===== src/rtl/sync_filter_pkg.sv =====
// Shared helpers for the sync_filter block.
package sync_filter_pkg;

  function automatic int unsigned cnt_width(input int unsigned n);
    return ($clog2(n) > 1) ? $clog2(n) : 1;
  endfunction

endpackage


===== src/rtl/sync_filter_chan.sv =====
// One channel: STAGES-deep synchronizer, stability filter and edge pulses.
module sync_filter_chan
  import sync_filter_pkg::*;
#(
  parameter int unsigned STAGES        = 2,
  parameter int unsigned FILTER_CYCLES = 1,
  parameter logic        RESET_VALUE   = 1'b0
) (
  input  logic dest_clk,
  input  logic rst,
  input  logic din,
  input  logic bypass,
  output logic dout,
  output logic rise,
  output logic fall,
  output logic edge_nxt
);

  localparam int unsigned   CW  = cnt_width(FILTER_CYCLES);
  localparam logic [CW-1:0] LIM = CW'(FILTER_CYCLES - 1);

  (* ASYNC_REG = "TRUE" *) logic [STAGES-1:0] sync_q;

  logic [CW-1:0] cnt_q;
  logic          q_q;
  logic          rise_q;
  logic          fall_q;
  logic          s;
  logic [CW-1:0] lim;
  logic          commit;

  assign s = sync_q[STAGES-1];

  always_comb begin
    lim    = bypass ? '0 : LIM;
    commit = (s != q_q) && (cnt_q >= lim);
  end

  always_ff @(posedge dest_clk) begin
    if (rst) begin
      sync_q <= {STAGES{RESET_VALUE}};
    end else begin
      sync_q <= {sync_q[STAGES-2:0], din};
    end
  end

  // The counter only runs while s disagrees with q; any return to agreement restarts it.
  always_ff @(posedge dest_clk) begin
    if (rst) begin
      q_q    <= RESET_VALUE;
      cnt_q  <= '0;
      rise_q <= 1'b0;
      fall_q <= 1'b0;
    end else begin
      rise_q <= commit & s;
      fall_q <= commit & ~s;
      if (commit) begin
        q_q <= s;
      end
      if ((s == q_q) || commit) begin
        cnt_q <= '0;
      end else begin
        cnt_q <= cnt_q + CW'(1);
      end
    end
  end

  assign dout     = q_q;
  assign rise     = rise_q;
  assign fall     = fall_q;
  assign edge_nxt = commit;

endmodule


===== src/rtl/sync_filter.sv =====
// Multi-channel synchronizer with per-channel glitch filter and edge pulses.
module sync_filter #(
  parameter int unsigned      WIDTH         = 1,
  parameter int unsigned      STAGES        = 2,
  parameter int unsigned      FILTER_CYCLES = 1,
  parameter logic [WIDTH-1:0] RESET_VALUE   = '0
) (
  input  logic             dest_clk,
  input  logic             rst,
  input  logic [WIDTH-1:0] din,
  input  logic             bypass,
  output logic [WIDTH-1:0] dout,
  output logic [WIDTH-1:0] rise,
  output logic [WIDTH-1:0] fall,
  output logic             any_edge
);

  if (STAGES < 2) begin : g_bad_stages
    $error("sync_filter: STAGES must be >= 2");
  end
  if (FILTER_CYCLES < 1) begin : g_bad_filter
    $error("sync_filter: FILTER_CYCLES must be >= 1");
  end

  logic [WIDTH-1:0] edge_nxt;
  logic             any_edge_q;

  for (genvar i = 0; i < WIDTH; i++) begin : g_chan
    sync_filter_chan #(
      .STAGES       (STAGES),
      .FILTER_CYCLES(FILTER_CYCLES),
      .RESET_VALUE  (RESET_VALUE[i])
    ) u_chan (
      .dest_clk(dest_clk),
      .rst     (rst),
      .din     (din[i]),
      .bypass  (bypass),
      .dout    (dout[i]),
      .rise    (rise[i]),
      .fall    (fall[i]),
      .edge_nxt(edge_nxt[i])
    );
  end

  // Built from the channels' next-state so it lands in the same cycle as rise/fall.
  always_ff @(posedge dest_clk) begin
    if (rst) begin
      any_edge_q <= 1'b0;
    end else begin
      any_edge_q <= |edge_nxt;
    end
  end

  assign any_edge = any_edge_q;

endmodule


===== config.mk =====
export PLATFORM = sky130hd
export DESIGN_NAME = sync_filter
export DESIGN_NICKNAME = d
export VERILOG_FILES = /design/src/rtl/sync_filter_pkg.sv /design/src/rtl/sync_filter_chan.sv /design/src/rtl/sync_filter.sv
export SDC_FILE = /design/constraint.sdc
export NUM_CORES = 1
export LEC_CHECK = 0
export ABC_AREA = 1
export CAP_MARGIN = 40
export CORE_AREA = 2 2 39 41
export CTS_CLUSTER_SIZE = 10
export DETAILED_ROUTE_END_ITERATION = 16
export DIE_AREA = 0 0 41 43
export HOLD_SLACK_MARGIN = 0.1
export PLACE_DENSITY_LB_ADDON = 0.08
export SETUP_SLACK_MARGIN = 0.4
export SYNTH_ARGS = -nofsm -noshare
export SYNTH_HDL_FRONTEND = slang
export SYNTH_HIERARCHICAL = 1
export SYNTH_SLANG_ARGS = --single-unit

===== constraint.sdc =====
create_clock -name dest_clk -period 2.63 [get_ports dest_clk]
set_input_delay 0.6575 -clock dest_clk [delete_from_list [all_inputs] [get_ports dest_clk]]
set_output_delay 0.6575 -clock dest_clk [all_outputs]
set_load 0.01 [all_outputs]

==> reports/results.txt, run 1 <==
From synthesis to final layout, the design area changed by 47.1%. In this run the tool buffered the top-level ports with 6 buffer cells. The routed layout has 161 vias. The number of inserted diodes is 0, and the pin slew with the least headroom to its limit is 260 ps. Measured in cells, the most critical reg-to-reg path has a length of 4. After synthesis, the largest family of logic cells by area is simple AND/OR/NAND/NOR gates. The wire length per cell works out to 5.90 um. The layout cell share with drive strength beyond 1 works out to 0.171.

Broken down by cell family, the worst path's largest delay share belongs to buffers and inverters. The initial core utilization is 0.157. The tools report the count of endpoints failing setup in the final report as 0. The mux share of post-synthesis cell area works out to 0.

For this run the aggregate overflow at the end of global routing stands at 0. Power spread over the standard cell area amounts to 698 nW/um2. Of all cell types, the one taking the most synthesized area is sky130_fd_sc_hd__dfxtp_1. The top metal layer carrying routed signals was met3.

The largest fanout on the critical path is 3. For the weighted congestion at the end of routability-driven global placement, the log shows 0.688. The critical path goes through clkdlybuf4s50_1. The run gives 241 um as the HPWL after detailed placement. The complex-gate fraction of the synthesized area works out to 0.

Along the worst hold path, the cell count comes to 2. Synthesis produced a netlist with a net count of 32. The ratio of final minimum period to clock period is 0.676, and the area share of fa/ha/maj cells after synthesis is 0.115. For the final database, setup skew stands at 2.08 ps. Wire segments on met3 add up to 29 um in the final route. The run gives 0 as the final-report max-slew violation count. TritonCTS built the clock tree. The number of warnings issued by yosys was 6; the later-pin clock latency in the skew report was 240 ps. Synthesis inferred 6 register bits.

Sorting the synthesized cells by area gives the leading types as sky130_fd_sc_hd__dfxtp_1, sky130_fd_sc_hd__inv_1, sky130_fd_sc_hd__ha_1, sky130_fd_sc_hd__nor2_1, sky130_fd_sc_hd__nor2_2. VDD sags by at most 0.000333 V. The pin count of the biggest net entering global routing is 7. CTS saw 6 sinks. CTS placed an instance of sky130_fd_sc_hd__clkbuf_4 at the clock tree root. In the final design database the tool counted 43 nets. Wire segments on met2 add up to 147 um in the final route. Once detail routing completed, the nets flagged for antenna violations numbered 0. At the worst endpoint, the arrival time is 1120 ps. Leaving out fill and tap cells, the most frequent cell in the layout is sky130_fd_sc_hd__inv_1. The site row count is 14, and the final routed wirelength across all metal layers is 301 um.

Setup repair after global routing left no endpoint under its margin. The tools report the sequential element share of the synthesized area as 0.552. The number of buffers and inverters on the critical path was 1; the reported leakage power was 0.151 nW. The clock period could shrink to 1780 ps. In this run the standard cell core region covers 1380 um2. The min-delay analysis places its worst path in the category reg -> reg. Global-route wire length before repair: 538 um. The kind of end point of the critical path was an output port. The number of antenna violations at the first check in global routing was 0. The run gives 2 as the number of iterations in the first detailed-routing pass.

The logs give 1970 ps for the endpoint required time on the critical path and 562 MHz for the maximum clock rate. The xor/xnor cell area share of the yosys netlist is 0. The run finished with clean final reports.

The logs give 0.0552 for the all-layer global routing usage and 218 um2 for the post-synth design cell area. The type of element launching the critical path was a register. The setup fix buffers added after clock tree synthesis was 0.

For the starting DRC count in detailed routing, the log shows 1. The detail-routed via count per cell came out at 3.16. The cell count along the critical path works out to 1. In this run, CTS created clock tree buffers numbering 3. Gate count of the mapped netlist: 26.

The final hold violation count was 0. The tool flagged a number of max-cap violations equal to 0. The post-synthesis cell type count came out at 7. The area of the die is 1760 um2. The die extent in y is 43 um. The library cells used most frequently in the layout, excluding fill and tap cells, are sky130_fd_sc_hd__inv_1, sky130_fd_sc_hd__dfxtp_1, sky130_fd_sc_hd__clkdlybuf4s50_1. The headroom to the max-slew limit was 0.826; the total chip power was 0.223 mW.

The H-tree depth reported by CTS is 1, and the horizontal die dimension is 41 um. The number of buffers inserted for hold repair after clock tree synthesis was 0; the routed metal-1 wirelength was 124 um. The worst setup path is of the reg -> out kind.

For the I/O pin total, the log shows 8. The fraction of the mapped netlist area in simple logic gates is 0.178, and the number of global-route vias before repair is 144. The logs give 0 for the number of gates resized after cts and 0 ps for the sum of negative setup slack.

In this design, the stage delay of the slowest critical-path cell is 540 ps. The clock-pin slew on the worst setup and hold paths works out to 40 ps. For this design, the slowest cell found on the critical path is sky130_fd_sc_hd__clkdlybuf4s50_1. The buffer depth of the longest clock path was 2.

In the routed design, unresolved DRC markers number 0. The synthesized area per cell is 8.37 um2. The filler cells instantiated in the layout total 156. Portion of synthesized cell area occupied by the leading cell type: 0.552.
[routing by layer]
layer | track usage | up-vias
li1 | - | 90
met1 | 0.0450 | 65
met2 | 0.0625 | 6
met3 | 0.0942 | 0
met4 | 0.0200 | 0
met5 | 0 | -
[cell type report]
type,instances,area [um2],share of cell area
multi-input cells,11,63.8,0.199
repair buffers,6,60.1,0.188
flip-flops and latches,6,120,0.375
inverters,9,33.8,0.105
well taps,16,20.0,0.0625
clock buffers,3,22.5,0.0703
[state kept, by name, indices dropped and copies added (netlist names)]
signal                flops
g_chan.u_chan/rise        1
g_chan.u_chan/sync_q      2
g_chan.u_chan/dout        1
any_edge                  1
g_chan.u_chan/fall        1
[power breakdown]
group / internal [mW] / total [mW] / switching (mW)
logic: 0.0208 / 0.0395 / 0.0188
registers: 0.0990 / 0.102 / 0.00322
clock network: 0.0514 / 0.0817 / 0.0302
[path summary, 6_finish.rpt]
check	start	endpoint	slack, ps
worst min-delay path	g_chan[0].u_chan/sync_q[0]$_SDFF_PP0_	g_chan[0].u_chan/sync_q[1]$_SDFF_PP0_	400
worst max register to register	g_chan[0].u_chan/dout$_SDFFE_PP0P_	g_chan[0].u_chan/dout$_SDFFE_PP0P_	1630
worst min register to register	g_chan[0].u_chan/sync_q[0]$_SDFF_PP0_	g_chan[0].u_chan/sync_q[1]$_SDFF_PP0_	400
worst max-delay path	g_chan[0].u_chan/dout$_SDFFE_PP0P_	dout	850
[cell families (layout without fill, tap and decap cells)]
| family | count (synthesis) | in the layout |
|---|---|---|
| buffers and inverters | 9 | 18 |
| flip-flops | 6 | 6 |
| adder cells (fa/ha/maj) | 2 | 2 |
| AND/OR/NAND/NOR | 9 | 9 |
[per-stage QoR]
stage	setup WS [ps]	instance area (um2)	std cells	util	hold WS, ps
floorplan	1610	218	26	-	388
global placement	1090	298	48	0.215	398
detailed placement	1080	298	48	0.215	398
CTS	824	320	51	0.231	406
global route	787	320	51	0.231	416
finish	852	320	51	0.231	400
[synthesized netlist by cell type]
cell type	count
sky130_fd_sc_hd__dfxtp_1	6
sky130_fd_sc_hd__ha_1	2
sky130_fd_sc_hd__inv_1	8
sky130_fd_sc_hd__inv_2	1
sky130_fd_sc_hd__nand2_1	2
sky130_fd_sc_hd__nor2_1	5
sky130_fd_sc_hd__nor2_2	2
No activity file was read; power rests on OpenSTA's default activity.
==> run 2: changes to the inputs <==
Clock period 2.63 ns to 1.76 ns, I/O delays scaled along.
==> reports/results.txt, run 2 (same netlist as run 1, synthesis figures left out) <==
The horizontal die dimension is 41 um (unchanged). Clock skew after layout: 1.32 ps (was 2.08 ps). The largest fanout on the critical path is 3 (unchanged), and the largest stage delay on the critical path is 340 ps (was 540 ps). Kind of end point of the critical path: an output port (unchanged). The floorplan core area came out at 1380 um2 (unchanged). The power density relative to cell area was 1050 nW/um2 (was 698 nW/um2). The flip-flop count of the largest register after layout was 2 (unchanged). The HPWL after detailed placement came out at 246 um (was 241 um). Pin slew with the least headroom to its limit: 267 ps (was 260 ps). The run gives 0 (unchanged) as the number of violations of the max-capacitance limit. The endpoint required time on the critical path is 1320 ps (was 1970 ps), and the worst slack at placement is 423 ps (was 1080 ps). The layout cell share with drive strength beyond 1 was 0.171 (unchanged). The die extent in y came out at 43 um (unchanged). The weighted congestion at the end of routability-driven global placement is 0.688 (about the same), and the non-filler instance count after layout is 51 (unchanged). The post-layout net count was 43 (unchanged); the number of buffers and inverters on the critical path was 1 (unchanged).

The number of fillers in the final layout was 162 (was 156); the area of the die was 1760 um2 (unchanged). Register bank with the most flops: g_chan.u_chan/sync_q (unchanged). The run gives 14 (unchanged) as the site row count.

The run finished with clean final reports. The total chip power is 0.331 mW (was 0.223 mW), and the number of clock buffers inserted by TritonCTS is 3 (unchanged). The tools report the starting DRC count in detailed routing as 1 (unchanged). The I/O pin total was 8 (unchanged).

Remaining global-route overflow: 0 (unchanged). CP Cell Sequence: dlygate4sd2_1 (was clkdlybuf4s50_1). The logs give 318 um (was 301 um) for the final routed wirelength across all metal layers and 6 (unchanged) for the TritonCTS sink count. The tools report the placed cell count as 48 (unchanged).

Number of iterations in the first detailed-routing pass: 3 (was 2). The sum of negative setup slack was 0 ps (unchanged). The buffer depth of the longest clock path came out at 2 (unchanged).

For the maximum clock rate, the log shows 774 MHz. The count of endpoints failing setup in the final report came out at 0 (unchanged). The class of the worst hold path was reg -> reg (unchanged). The footprint of the multi-input gates was 63.8 um2 (unchanged); the H-tree depth reported by CTS was 1 (unchanged).

The post-synthesis to final-layout area growth works out to 44.8% (was 47.1%). The slowest stage cell on the critical path is sky130_fd_sc_hd__dfxtp_1 (was sky130_fd_sc_hd__clkdlybuf4s50_1). For the final worst slack, the log shows 469 ps (was 852 ps). Most used cells in the layout excluding fill and tap cells: sky130_fd_sc_hd__inv_1, sky130_fd_sc_hd__dfxtp_1, sky130_fd_sc_hd__nor2_1 (was sky130_fd_sc_hd__inv_1, sky130_fd_sc_hd__dfxtp_1, sky130_fd_sc_hd__clkdlybuf4s50_1). Critical setup path kind: reg -> out (unchanged). The tools report the final-report max-slew violation count as 0 (unchanged).

For the total number of vias, the log shows 168 (was 161). The reported leakage power was 0.168 nW (was 0.151 nW). The pin count of the biggest net entering global routing was 7 (unchanged).

Setup repair after global routing left no endpoint under its margin. Later-pin clock latency in the skew report: 240 ps (about the same). The final critical-path required period came out at 1290 ps. For the maximum ir drop on the vdd rail, the log shows 0.000347 V (was 0.000333 V). The leading cell type in the layout, fill and taps excluded is sky130_fd_sc_hd__inv_1 (unchanged). The clock-pin slew on the worst setup and hold paths is 50 ps (was 40 ps). Clock root buffer: sky130_fd_sc_hd__clkbuf_4 (unchanged).

TritonCTS built the clock tree. The category of cells accounting for the largest share of critical-path delay was flip-flops (was buffers and inverters). The tools report the number of global-route vias before repair as 141 (was 144). The type of element launching the critical path is a register (unchanged). The run gives 0 (unchanged) as the post-route antenna net violation count.

The headroom to the max-slew limit was 0.821 (was 0.826). The final hold violation count is 0 (unchanged), and the wire length per cell is 6.24 um (was 5.90 um). The tools report the number of antenna violations at the first check in global routing as 0 (unchanged). The number of inserted diodes was 0 (unchanged). The detail-routed via count per cell was 3.29 (was 3.16).

The tools report the area taken by flip-flops and latches as 120 um2 (unchanged). The ratio of final minimum period to clock period is 0.734, and the DRC violation count after routing is 0 (unchanged). The number of port buffers was 6 (unchanged); the number of buffers inserted for hold repair after clock tree synthesis was 0 (unchanged). The initial core utilization was 0.157 (unchanged). The logs give 0.0523 (was 0.0552) for the all-layer global routing usage and 850 ps (was 1120 ps) for the signal arrival time at the worst endpoint.

For the global-route wire length before repair, the log shows 517 um (was 538 um).
run 2: changes by cell type in the layout (fill, tap and decap cells not counted), sizes merged:
cell / delta
clkdlybuf4s50: -4
dlygate4sd2: +4
run 2: per-layer routing:
metal	GRT usage	up-vias	share of wire
met5	0	-	0
met2	0.0563	6	0.49
li1	-	89	-
met1	0.0516	73	0.41
met3	0.0628	0	0.097
met4	0.0400	0	0
run 2: where the power goes:
group,internal (mW),switching [mW]
combinational,0.0245,0.0282
sequential,0.148,0.00452
clock,0.0771,0.0488
total,0.249,0.0815
run 2: worst paths after layout:
path,start,to,slack [ps],depth (start not counted)
min reg2reg,g_chan[0].u_chan/sync_q[0]$_SDFF_PP0_,g_chan[0].u_chan/sync_q[1]$_SDFF_PP0_,410,2
max,g_chan[0].u_chan/dout$_SDFFE_PP0P_,dout,470,1
max reg2reg,g_chan[0].u_chan/dout$_SDFFE_PP0P_,g_chan[0].u_chan/dout$_SDFFE_PP0P_,770,4
min,g_chan[0].u_chan/sync_q[0]$_SDFF_PP0_,g_chan[0].u_chan/sync_q[1]$_SDFF_PP0_,410,2
run 2: metrics by stage:
step / cell area, um2 / hold WS, ps / util
global route: 315 / 435 / 0.228
floorplan: 218 / 388 / -
detailed placement: 298 / 397 / 0.215
finish: 315 / 413 / 0.228
CTS: 315 / 420 / 0.228
global placement: 298 / 398 / 0.215
run 2: area by class of cell:
class | instances | share of cell area
Sequential cell | 6 | 0.381
Inverter | 9 | 0.107
Clock buffer | 3 | 0.0714
Timing Repair Buffer | 6 | 0.175
Multi-Input combinational cell | 11 | 0.202
Tap cell | 16 | 0.0635
run 2: timing repair:
| item | CTS | global route |
|---|---|---|
| setup buffers | 0 | 0 |
| resized for setup | 4 | 0 |
| endpoints found under the setup margin | 4 | 0 |
==> run 3: changes to the inputs <==
Clock period 1.76 ns to 1.1 ns, I/O delays scaled along.
==> reports/results.txt, run 3 (same netlist as run 1, synthesis figures left out) <==
The wire length per cell is 7.76 um (was 6.24 um), and the area after detailed placement is 335 um2 (was 298 um2). The tools report the area of the die as 1760 um2 (unchanged). Most used cells in the layout excluding fill and tap cells: sky130_fd_sc_hd__inv_2, sky130_fd_sc_hd__dfxtp_1, sky130_fd_sc_hd__inv_1, sky130_fd_sc_hd__nor2_1, sky130_fd_sc_hd__buf_2 (was sky130_fd_sc_hd__inv_1, sky130_fd_sc_hd__dfxtp_1, sky130_fd_sc_hd__nor2_1).

The number of cells on the worst reg-to-reg path came out at 6 (was 4). TritonCTS built the clock tree. The cell area after layout came out at 353 um2 (was 315 um2). Layout cell share with drive strength beyond 1: 0.632 (was 0.171).

Clock root buffer: sky130_fd_sc_hd__clkbuf_4 (unchanged). The logs give 419 um (was 318 um) for the final routed wirelength across all metal layers and 0 (unchanged) for the number of inserted diodes. The startpoint of the lowest-slack register-to-register path is g_chan[0].u_chan/dout$_SDFFE_PP0P_ (unchanged). Setup repair after global routing could not meet its margin everywhere. The run gives 3 (was 1) as the starting DRC count in detailed routing. The number of global-route vias before repair came out at 140 (was 141).

The tools report the all-layer global routing usage as 0.0602 (was 0.0523). The logs give 165 (was 162) for the number of fillers in the final layout and 2 (unchanged) for the buffer depth of the longest clock path. The tools report the clock skew after layout as 3.64 ps (was 1.32 ps).

Largest fanout on the critical path: 3 (unchanged). The utilization after layout was 0.255 (was 0.228). The power density relative to cell area is 1660 nW/um2 (was 1050 nW/um2). The weighted congestion at the end of routability-driven global placement came out at 0.756 (was 0.688).

The capture instance of the worst register-to-register path was g_chan[0].u_chan/dout$_SDFFE_PP0P_ (unchanged). Signal arrival time at the worst endpoint: 1120 ps (was 850 ps). The floorplan core area is 1380 um2 (unchanged). The logs give 240 ps (about the same) for the later-pin clock latency in the skew report and 0 (unchanged) for the number of violations of the max-capacitance limit.

The number of stages on the worst hold path was 2 (unchanged); the number of port buffers was 6 (unchanged). For the placed cell count, the log shows 51 (was 48). The run finished with clean final reports. The slack of the worst reg-to-reg path is 120 ps (was 770 ps).

Total number of vias: 189 (was 168). The reported leakage power was 0.175 nW (was 0.168 nW). The site row count came out at 14 (unchanged). The ratio of final minimum period to clock period came out at 0.891.

The tools report the remaining global-route overflow as 0 (unchanged). The tools report the pin count of the biggest net entering global routing as 4 (was 7). The register bank with the most flops is g_chan.u_chan/sync_q (unchanged). The HPWL after detailed placement came out at 301 um (was 246 um). Die extent in y: 43 um (unchanged). The post-route antenna net violation count is 0 (unchanged), and the number of antenna violations at the first check in global routing is 0 (unchanged). The class of the worst hold path is reg -> reg (unchanged). The post-layout net count was 46 (was 43).

The initial core utilization is 0.157 (unchanged). The flip-flop count of the largest register after layout works out to 2 (unchanged). The horizontal die dimension works out to 41 um (unchanged).

The TritonCTS sink count was 6 (unchanged). The non-filler instance count after layout came out at 54 (was 51). The tools report the count of endpoints failing setup in the final report as 0 (unchanged). The run gives 0 (unchanged) as the DRC violation count after routing. The final-report max-slew violation count came out at 0 (unchanged).

Critical setup path kind: reg -> reg (was reg -> out). The post-synthesis to final-layout area growth works out to 62.1% (was 44.8%). Critical hold path startpoint: g_chan[0].u_chan/sync_q[0]$_SDFF_PP0_ (unchanged). The kind of end point of the critical path was a register (was an output port).

The final critical-path required period was 980 ps; the number of iterations in the first detailed-routing pass was 4 (was 3). The setup fix buffers added after clock tree synthesis came out at 0 (unchanged). The run gives 1 (unchanged) as the H-tree depth reported by CTS. The tools report the capture endpoint of the worst hold path as g_chan[0].u_chan/sync_q[1]$_SDFF_PP0_ (unchanged). The maximum ir drop on the vdd rail came out at 0.000420 V (was 0.000347 V). Endpoint required time on the critical path: 1240 ps (was 1320 ps). The final hold violation count was 0 (unchanged). The clock-pin slew on the worst setup and hold paths was 50 ps (about the same). The detail-routed via count per cell came out at 3.50 (was 3.29). Global-route wire length before repair: 593 um (was 517 um).

The pin slew with the least headroom to its limit works out to 129 ps (was 267 ps). The run gives 3 (unchanged) as the number of clock buffers inserted by TritonCTS. The maximum clock rate is 1020 MHz.

The tools report the I/O pin total as 8 (unchanged). The headroom to the max-slew limit is 0.914 (was 0.821). Type of element launching the critical path: a register (unchanged). The number of buffers inserted for hold repair after clock tree synthesis was 0 (unchanged).
==> run 3: worst max-delay path by stage <==
stage	depth (start not counted)	end	start
floorplan	5	g_chan[0].u_chan/dout$_SDFFE_PP0P_	g_chan[0].u_chan/dout$_SDFFE_PP0P_
global placement	1	dout	g_chan[0].u_chan/dout$_SDFFE_PP0P_
detailed placement	1	dout	g_chan[0].u_chan/dout$_SDFFE_PP0P_
CTS	6	g_chan[0].u_chan/dout$_SDFFE_PP0P_	g_chan[0].u_chan/dout$_SDFFE_PP0P_
global route	6	g_chan[0].u_chan/dout$_SDFFE_PP0P_	g_chan[0].u_chan/dout$_SDFFE_PP0P_
finish	6	g_chan[0].u_chan/dout$_SDFFE_PP0P_	g_chan[0].u_chan/dout$_SDFFE_PP0P_
==> run 3: metal layers <==
metal  wire length (um)  track usage  share of wire
met5                  0            0              0
met4                  9       0.0800          0.021
met3                 46       0.0471           0.11
met2                181       0.0625           0.43
met1                182       0.0611           0.43
==> run 3: final cells by class <==
class,count,area (um2),area share
Clock buffer,3,22.5,0.0638
Tap cell,16,20.0,0.0567
Inverter,9,36.3,0.103
Sequential cell,6,123,0.348
Timing Repair Buffer,9,65.1,0.184
Multi-Input combinational cell,11,86.3,0.245
==> run 3: worst max-delay path, stage by stage (launching register included) <==
cell	delay, ps
sky130_fd_sc_hd__dfxtp_2	320
sky130_fd_sc_hd__buf_6	100
sky130_fd_sc_hd__inv_4	40
sky130_fd_sc_hd__ha_4	270
sky130_fd_sc_hd__nand2_2	50
sky130_fd_sc_hd__nand2_2	60
sky130_fd_sc_hd__nor2_2	30
==> run 3: what timing repair did <==
action / 4_1_cts / 5_1_grt
setup endpoints to repair: 10 / 8
hold endpoints to repair: 0 / 0
pin swaps: 0 / 3
gates resized for setup: 18 / 7
==> run 3: metrics by stage <==
stage	hold slack [ps]	TNS [ps]	setup WS (ps)	power (mW)
after detailed placement	392	-3.71	-3.71	0.374
after global routing	408	0	86.5	0.631
after global placement	395	-5.49	-2.98	0.374
after floorplan	339	0	192	0.312
final	392	0	120	0.586
after CTS	395	0	118	0.579
==> run 3: power by group <==
part / switching, mW / total (mW) / leakage, nW / internal, mW
combinational: 0.0690 / 0.138 / 0.111 / 0.0685
sequential: 0.00762 / 0.246 / 0.0500 / 0.238
clock: 0.0797 / 0.203 / 0.0138 / 0.123
total: 0.156 / 0.586 / 0.175 / 0.430
